[src/rtl/decode_stage.sv]
`default_nettype none
// ----------------------------------------------------------------------------
// decode_stage : registered instruction decoder with return-address stack
// Rev 1.0
// ----------------------------------------------------------------------------

package decode_opcodes_pkg;
  localparam logic [5:0] OP_JMP     = 6'h20;
  localparam logic [5:0] OP_IF0JUMP = 6'h21;
  localparam logic [5:0] OP_IF1JUMP = 6'h22;
  localparam logic [5:0] OP_CALL    = 6'h23;
  localparam logic [5:0] OP_CAL0    = 6'h24;
  localparam logic [5:0] OP_CAL1    = 6'h25;
  localparam logic [5:0] OP_RET     = 6'h26;
  localparam logic [5:0] OP_RET0    = 6'h27;
  localparam logic [5:0] OP_RET1    = 6'h28;
endpackage

module decode_stage #(
  parameter int PC_WIDTH          = 5,
  parameter int OPCODE_WIDTH      = 6,
  parameter int VALUE_WIDTH       = 8,
  parameter int INSTRUCTION_WIDTH = 40,
  parameter int RAS_DEPTH         = 4
) (
  input  logic                         clk,
  input  logic                         rst_n,
  input  logic                         in_valid,
  output logic                         in_ready,
  input  logic [INSTRUCTION_WIDTH-1:0] instr,
  input  logic [PC_WIDTH-1:0]          pc,
  input  logic                         zero_flag,
  input  logic                         flush,
  output logic                         out_valid,
  input  logic                         out_ready,
  output logic [OPCODE_WIDTH-1:0]      op_code,
  output logic [VALUE_WIDTH-1:0]       source1,
  output logic [VALUE_WIDTH-1:0]       source2,
  output logic [VALUE_WIDTH-1:0]       destination,
  output logic [1:0]                   source1_choice,
  output logic [1:0]                   source2_choice,
  output logic [1:0]                   destination_choice,
  output logic                         jmp,
  output logic                         cal,
  output logic                         ret,
  output logic                         push,
  output logic                         pop,
  output logic [PC_WIDTH-1:0]          target_addr,
  output logic                         ras_overflow,
  output logic                         ras_underflow
);
  import decode_opcodes_pkg::*;

  localparam int V      = VALUE_WIDTH;
  localparam int OP_LSB = 3*V + 8;
  localparam int OP_TOP = OP_LSB + OPCODE_WIDTH;
  localparam int CNT_W  = $clog2(RAS_DEPTH + 1);
  localparam logic [CNT_W-1:0] CNT_FULL = CNT_W'(RAS_DEPTH);

  logic [OPCODE_WIDTH-1:0] w_op;
  logic [V-1:0]            w_src1;
  logic [V-1:0]            w_src2;
  logic [V-1:0]            w_dst;
  logic [PC_WIDTH-1:0]     w_src1_pc;
  logic [PC_WIDTH-1:0]     w_link;
  logic [PC_WIDTH-1:0]     w_ret_tgt;
  logic                    w_is_jmp;
  logic                    w_is_call;
  logic                    w_is_ret;
  logic                    w_accept;
  logic                    w_unused_rsv;

  logic                    out_valid_q;
  logic [OPCODE_WIDTH-1:0] op_code_q;
  logic [V-1:0]            source1_q;
  logic [V-1:0]            source2_q;
  logic [V-1:0]            destination_q;
  logic [1:0]              src1_ch_q;
  logic [1:0]              src2_ch_q;
  logic [1:0]              dst_ch_q;
  logic                    jmp_q;
  logic                    cal_q;
  logic                    ret_q;
  logic                    push_q;
  logic                    pop_q;
  logic [PC_WIDTH-1:0]     target_q;
  logic                    ras_overflow_q;
  logic                    ras_underflow_q;
  logic [PC_WIDTH-1:0]     ras_q [RAS_DEPTH];
  logic [CNT_W-1:0]        ras_cnt_q;

  assign w_op      = instr[OP_LSB +: OPCODE_WIDTH];
  assign w_src1    = instr[2*V+8 +: V];
  assign w_src2    = instr[V+8 +: V];
  assign w_dst     = instr[8 +: V];
  assign w_src1_pc = w_src1[PC_WIDTH-1:0];
  assign w_link    = pc + PC_WIDTH'(1);
  assign w_ret_tgt = (ras_cnt_q == '0) ? '0 : ras_q[0];

  assign w_unused_rsv = ^instr[7:6];
  generate
    if (INSTRUCTION_WIDTH > OP_TOP) begin : g_spare
      logic w_unused_hi;
      assign w_unused_hi = ^instr[INSTRUCTION_WIDTH-1:OP_TOP];
    end
  endgenerate

  assign in_ready = !out_valid_q || out_ready;
  assign w_accept = in_valid && in_ready && !flush;

  always_comb begin
    w_is_jmp  = 1'b0;
    w_is_call = 1'b0;
    w_is_ret  = 1'b0;
    case (w_op)
      OPCODE_WIDTH'(OP_JMP):     w_is_jmp  = 1'b1;
      OPCODE_WIDTH'(OP_IF0JUMP): w_is_jmp  = zero_flag;
      OPCODE_WIDTH'(OP_IF1JUMP): w_is_jmp  = ~zero_flag;
      OPCODE_WIDTH'(OP_CALL):    w_is_call = 1'b1;
      OPCODE_WIDTH'(OP_CAL0):    w_is_call = zero_flag;
      OPCODE_WIDTH'(OP_CAL1):    w_is_call = ~zero_flag;
      OPCODE_WIDTH'(OP_RET):     w_is_ret  = 1'b1;
      OPCODE_WIDTH'(OP_RET0):    w_is_ret  = zero_flag;
      OPCODE_WIDTH'(OP_RET1):    w_is_ret  = ~zero_flag;
      default: ;
    endcase
  end

  always_ff @(posedge clk or negedge rst_n) begin
    if (!rst_n) begin
      out_valid_q     <= 1'b0;
      op_code_q       <= '0;
      source1_q       <= '0;
      source2_q       <= '0;
      destination_q   <= '0;
      src1_ch_q       <= '0;
      src2_ch_q       <= '0;
      dst_ch_q        <= '0;
      jmp_q           <= 1'b0;
      cal_q           <= 1'b0;
      ret_q           <= 1'b0;
      push_q          <= 1'b0;
      pop_q           <= 1'b0;
      target_q        <= '0;
      ras_overflow_q  <= 1'b0;
      ras_underflow_q <= 1'b0;
      ras_cnt_q       <= '0;
      for (int i = 0; i < RAS_DEPTH; i++) ras_q[i] <= '0;
    end else if (flush) begin
      out_valid_q <= 1'b0;
    end else if (w_accept) begin
      out_valid_q   <= 1'b1;
      op_code_q     <= w_op;
      source1_q     <= w_src1;
      source2_q     <= w_src2;
      destination_q <= w_dst;
      src1_ch_q     <= instr[5:4];
      src2_ch_q     <= instr[3:2];
      dst_ch_q      <= instr[1:0];
      jmp_q         <= w_is_jmp | w_is_call;
      cal_q         <= w_is_call;
      push_q        <= w_is_call;
      ret_q         <= w_is_ret;
      pop_q         <= w_is_ret;
      target_q      <= w_is_ret ? w_ret_tgt : w_src1_pc;
      // Entry 0 is the top; a push into a full stack drops the bottom entry.
      if (w_is_call) begin
        for (int i = RAS_DEPTH-1; i > 0; i--) ras_q[i] <= ras_q[i-1];
        ras_q[0] <= w_link;
        if (ras_cnt_q == CNT_FULL) ras_overflow_q <= 1'b1;
        else                       ras_cnt_q      <= ras_cnt_q + CNT_W'(1);
      end else if (w_is_ret) begin
        if (ras_cnt_q == '0) begin
          ras_underflow_q <= 1'b1;
        end else begin
          for (int i = 0; i < RAS_DEPTH-1; i++) ras_q[i] <= ras_q[i+1];
          ras_q[RAS_DEPTH-1] <= '0;
          ras_cnt_q          <= ras_cnt_q - CNT_W'(1);
        end
      end
    end else if (out_ready) begin
      out_valid_q <= 1'b0;
    end
  end

  assign out_valid          = out_valid_q;
  assign op_code            = op_code_q;
  assign source1            = source1_q;
  assign source2            = source2_q;
  assign destination        = destination_q;
  assign source1_choice     = src1_ch_q;
  assign source2_choice     = src2_ch_q;
  assign destination_choice = dst_ch_q;
  assign jmp                = jmp_q;
  assign cal                = cal_q;
  assign ret                = ret_q;
  assign push               = push_q;
  assign pop                = pop_q;
  assign target_addr        = target_q;
  assign ras_overflow       = ras_overflow_q;
  assign ras_underflow      = ras_underflow_q;

endmodule

`default_nettype wire

[config.mk]
export PLATFORM = sky130hd
export DESIGN_NAME = decode_stage
export DESIGN_NICKNAME = d
export VERILOG_FILES = /design/src/rtl/decode_stage.sv
export SDC_FILE = /design/constraint.sdc
export NUM_CORES = 1
export LEC_CHECK = 0
export CORE_MARGIN = 4
export CORE_UTILIZATION = 40
export DETAILED_ROUTE_END_ITERATION = 10
export PLACE_DENSITY = 0.78
export SLEW_MARGIN = 20
export SYNTH_ARGS = -nofsm -noshare
export SYNTH_HDL_FRONTEND = slang
export SYNTH_SLANG_ARGS = --single-unit
export TNS_END_PERCENT = 1
[constraint.sdc]
create_clock -name clk -period 2.7 [get_ports clk]
set_input_delay 0.405 -clock clk [delete_from_list [all_inputs] [get_ports clk]]
set_output_delay 0.405 -clock clk [all_outputs]
set_load 0.01 [all_outputs]
After elaboration in Yosys (flattened, before gate mapping)
Cells that the tools add are included.
{"block": "classes", "add_sub_neg": 3, "n_eq_ne": 12, "muxes": 15, "bitwise_logic": 4, "n_reduce_logical": 13}
{"cell": "$mux 20", "n": 3}
{"cell": "$eq 6x6->1 const B", "n": 9}
{"cell": "$mux 3", "n": 4}
{"cell": "$mux 5", "n": 2}
{"cell": "$reduce_and 5->1", "n": 2}
{"cell": "$pmux 1 s3", "n": 3}
{"cell": "$reduce_and 4->1", "n": 2}
{"cell": "$add 5x1->5 const B", "n": 1}
{"cell": "$ne 2x2->1 const B", "n": 2}
{"cell": "$add 3x1->3 const B", "n": 1}
{"cell": "$eq 3x3->1 const B", "n": 1}
{"cell": "$logic_not 3->1", "n": 1}
{"cell": "$mux 1", "n": 3}
{"cell": "$not 1->1", "n": 3}
{"cell": "$reduce_bool 3->1", "n": 1}
{"cell": "$sub 3x1->3 const B", "n": 1}
{"cell": "$logic_and 1x1->1", "n": 2}
{"cell": "$logic_not 1->1", "n": 2}
{"cell": "$reduce_and 2->1", "n": 1}
{"cell": "$reduce_bool 2->1", "n": 1}
{"cell": "$logic_or 1x1->1", "n": 1}
{"cell": "$or 1x1->1", "n": 1}
{"block": "word_totals", "reg_bits": 70, "input_bits": 51, "out_inout_bits": 50, "wordCells": 66}

Depth between registers and ports, before layout
{"block": "logic_depth", "ltp_word": 6, "depth_mapped": 9, "mapped_depth_nobuf": 8}

Worst setup path after synthesis
Ideal clock, no wire load.
{"block": "synth_timing", "path_type": "input-to-reg", "from": "in instr[34]", "to": "reg ras_cnt_q[2]", "setup_ns": 0.126, "arrival_ns": 2.177, "t_required_ns": 2.574, "path_slack_ns": 0.397, "cell_stages": 8, "path_buffers": 1, "path_cell_list": "buf_2 or4bb_1 a311o_1 xnor2_1 ha_1 a21oi_1 o21a_1 a221o_1"}
{"block": "synth_between", "elab_chain_len": 4, "elab_cells_between_ends": 13, "cone_classes": "eq/ne: 8; mux: 3; reduce/logical: 2"}
{"item": "from (decl)", "line_no": "30", "rtl": "input logic [INSTRUCTION_WIDTH-1:0] instr,"}
{"item": "$eq 6x6->1", "line_no": "115", "rtl": "case (w_op)"}
{"item": "$pmux 1 s3", "line_no": "115"}
{"item": "$ne 2x2->1 (no line) or $reduce_bool 2->1 (tied branches)"}
{"item": "$reduce_and 5->1 (no line)"}
{"item": "to (signal assigned)", "line_no": "171", "rtl": "else ras_cnt_q <= ras_cnt_q + CNT_W'(1);"}
{"item": "to (signal assigned)", "line_no": "178", "rtl": "ras_cnt_q <= ras_cnt_q - CNT_W'(1);"}
{"item": "to (decl)", "line_no": "90", "rtl": "logic [CNT_W-1:0] ras_cnt_q;"}
Parallel ways exist; a longest one is shown, timed or not.
A chain may end at the register's enable or synchronous reset.

Worst setup path after layout
{"block": "layout_timing", "from": "in instr[33]", "to": "reg ras_cnt_q[2]"}
Same word-level chain as after synthesis.

==> flow_metrics.tcl <==
set metrics [dict create \
    powerDensity_nw_per_um2 671 \
    fmax_ghz 0.415 \
    hold_path.class "input port to asynchronous set/reset pin" \
    drive_gt1_share_pct 10.2 \
    rsz0062_at_grt "no" \
    post-route-drc-count 0 \
    ant_nets 0 \
    rows 31 \
    whs_ns 0.189 \
    seq_area_frac_synth_pct 56.7 \
    nets 491 \
    worst_slack_ns 0.293 \
    ys_ff_latch 70 \
    report.final.setup_viol 0 \
    grt_pass1_vias 2779 \
    hold_violations 0 \
    ys_async_sr_fraction_pct 100 \
    firstDrtPassIters 5 \
    initial_core_util_pct 41.9 \
    cp_top_family "compound AO/OA/AOI/OAI gates" \
    gp_congestion 0.826 \
    leakage_uw 0.00209 \
    wl_per_cell_um 14.4 \
    maxSlewHeadroom_pct 40.0 \
    yosys-top-cells-area "dfrtp_1, nand2_1, a21oi_1, o21ai_0, inv_1" \
    multiInputGateArea_um2 1170 \
    worst_ep_required_time_ns 2.93 \
    cts_tree "built" \
    synth_commonest_cells "nand2_1, dfrtp_1, a21oi_1, inv_1, o21ai_0" \
    antenna_found_initial 0 \
    avgSynthCellArea_um2 9.24 \
    synth_ff_type "dfrtp_1" \
    cts.sink_count 70 \
    cp_slowest_cell "or4bb_1" \
    dp.cells 526 \
    postCtsHoldBufs 0 \
    synth_area_leader_cell "dfrtp_1" \
    core_area_um2 7370 \
    ios 101 \
    dieArea_um2 9190 \
    numCtsBuffers 9 \
    slew_violations 0 \
    ys_types 42 \
    worst_setup_path_end_kind "flip-flop" \
    final_cells 542 \
    drt-initial-drc-count 156 \
    worstPathArrival_ns 2.63 \
    root_buffer "clkbuf_8" \
    start_kind "input port" \
    cts_buffer_depth 2 \
    cts_repair_resize_count 0 \
    crit_chain "clkdlybuf4s50_1 > or4bb_1 > a311o_1 > xnor2_1 > ha_1 > nor2_1 > nand2_1 > o21ai_0 > a221o_1" \
    setup.worst_path.class "input port to flip-flop" \
    clkSlewWorstSetupHoldPaths_ns 0.08 \
    seqCellArea_um2 1750 \
    grt_overflow 0 \
    fin_crit_sh_pct 89.2 \
    die_x_um 95.8 \
    yosysTopAreaCellShare_pct 56.7 \
    timing.final.crit_period_ns 2.41 \
    syn-instance-count 334 \
    n_fill_cell 640 \
    antennaDiodeCount 0 \
    vias 2658 \
    via_per_inst 4.90 \
    port_buffers 96 \
    grt_max_degree 40 \
    ys.warnings.count 0 \
    yosys.cell_count.top_type "nand2_1" \
    post_cts_buffers 0 \
    worst_pin_slew_ns 0.899 \
    pre_cts_slack_ns -0.0625 \
    grt_usage_pct 18.2 \
    syn_area_um2 3090 \
    cpPeakStageDelay_ns 0.53 \
    wl_um 7780 \
    dpl.hpwl_um 5550 \
    drv_cap 0 \
    fp.dieH_um 95.8 \
    vdd_drop_max_mv 0.357 \
    critPathMaxFanout 5 \
    status "completed" \
    syn_to_final_growth_pct 44.0 \
    grt_pass1_wl_um 13000 \
    synth_edf_count 0 \
    clkLatencyLatePin_ns 0.34 \
    htreeDepth 3 \
    synth_nets 387 \
    crit_buf_inv 1 \
    skew_ns 0.0105 \
]
## registers in the layout, indices dropped and copies added, names as in the netlist, 2 cells and up
register / count
ras_q: 20
op_code: 6
source2_choice: 2
target_addr: 5
ras_cnt_q: 3
source2: 8
source1_choice: 2
source1: 8
destination: 8
destination_choice: 2
## placed cells by master (no fill, tap or decap), types with 2 or more instances in the layout
master / synthesis / layout
a21oi_1: 17 / 17
buf_4: 2 / 17
bufinv_16: 0 / 2
clkbuf_8: 0 / 11
clkdlybuf4s50_1: 0 / 95
dfrtp_1: 70 / 70
ha_1: 2 / 2
inv_1: 17 / 17
mux2i_1: 5 / 5
nand2_1: 126 / 126
nand2b_1: 4 / 3
nand3_1: 2 / 2
nand3b_1: 2 / 2
nor2_1: 11 / 10
nor2b_1: 3 / 3
nor3_1: 2 / 2
o21ai_0: 13 / 13
o22ai_1: 10 / 10
o22ai_2: 4 / 4
or4bb_1: 2 / 2
xnor2_1: 3 / 3
## metal layers
metal,up-vias,global-route usage (%),part of all wire [%]
li1,1301,-,-
met3,11,4.93,6.2
met4,0,6.64,1.7
met1,1278,22.6,43
met2,68,30.5,49
met5,-,0,0
## kinds of logic (layout without fill, tap and decap cells)
group	count (synthesis)	in the layout	share of synthesized area [%]
fa+ha+maj	2	2	0.811
simple gates	158	158	21.8
flops	70	70	56.7
xor+xnor	4	4	1.14
compound gates	56	56	12.0
buf+inv	38	147	5.55
mux	6	6	1.99
## final timing paths
kind / from / end / slack [ns] / cells past startpoint
setup / recovery: instr[33] / ras_cnt_q[2]$_DFFE_PN0P_ / 0.29 / 9
hold / removal: rst_n / source1[2]$_DFFE_PN0P_ / 0.19 / 1
setup reg to reg: out_valid$_DFFE_PN0P_ / ras_cnt_q[2]$_DFFE_PN0P_ / 0.81 / 6
hold reg to reg: ras_overflow$_DFFE_PN0P_ / ras_overflow$_DFFE_PN0P_ / 0.46 / 1
max in group asynchronous: rst_n / op_code[1]$_DFFE_PN0P_ / 1.83 / 2
min in group clk: ras_overflow$_DFFE_PN0P_ / ras_overflow$_DFFE_PN0P_ / 0.46 / 1
## per-stage QoR
step	area [um2]	util, %	power (uW)	TNS (ns)
2_1_floorplan	3090	-	1640	0
3_5_place_dp	4210	57.1	2030	-0.0800
6_report	4440	60.3	2980	0
3_3_place_gp	4210	57.1	2000	0
5_1_grt	4440	60.3	3150	0
4_1_cts	4440	60.3	3020	0
## power breakdown
part	internal, uW	leakage [uW]	total [uW]	switching (uW)
Clock	571	0.000116	973	402
Sequential	1220	0.000831	1330	110
Combinational	371	0.00114	680	309
## final cells by class
cell class              instances  area share [%]
clock buffers                  11            3.41
clock inverters                 5            1.83
inverters                      17            1.44
multi-input cells             226            26.3
flip-flops and latches         70            39.4
well taps                      99            2.79
repair buffers                114            24.8
Power figures use the tool's default switching activity.
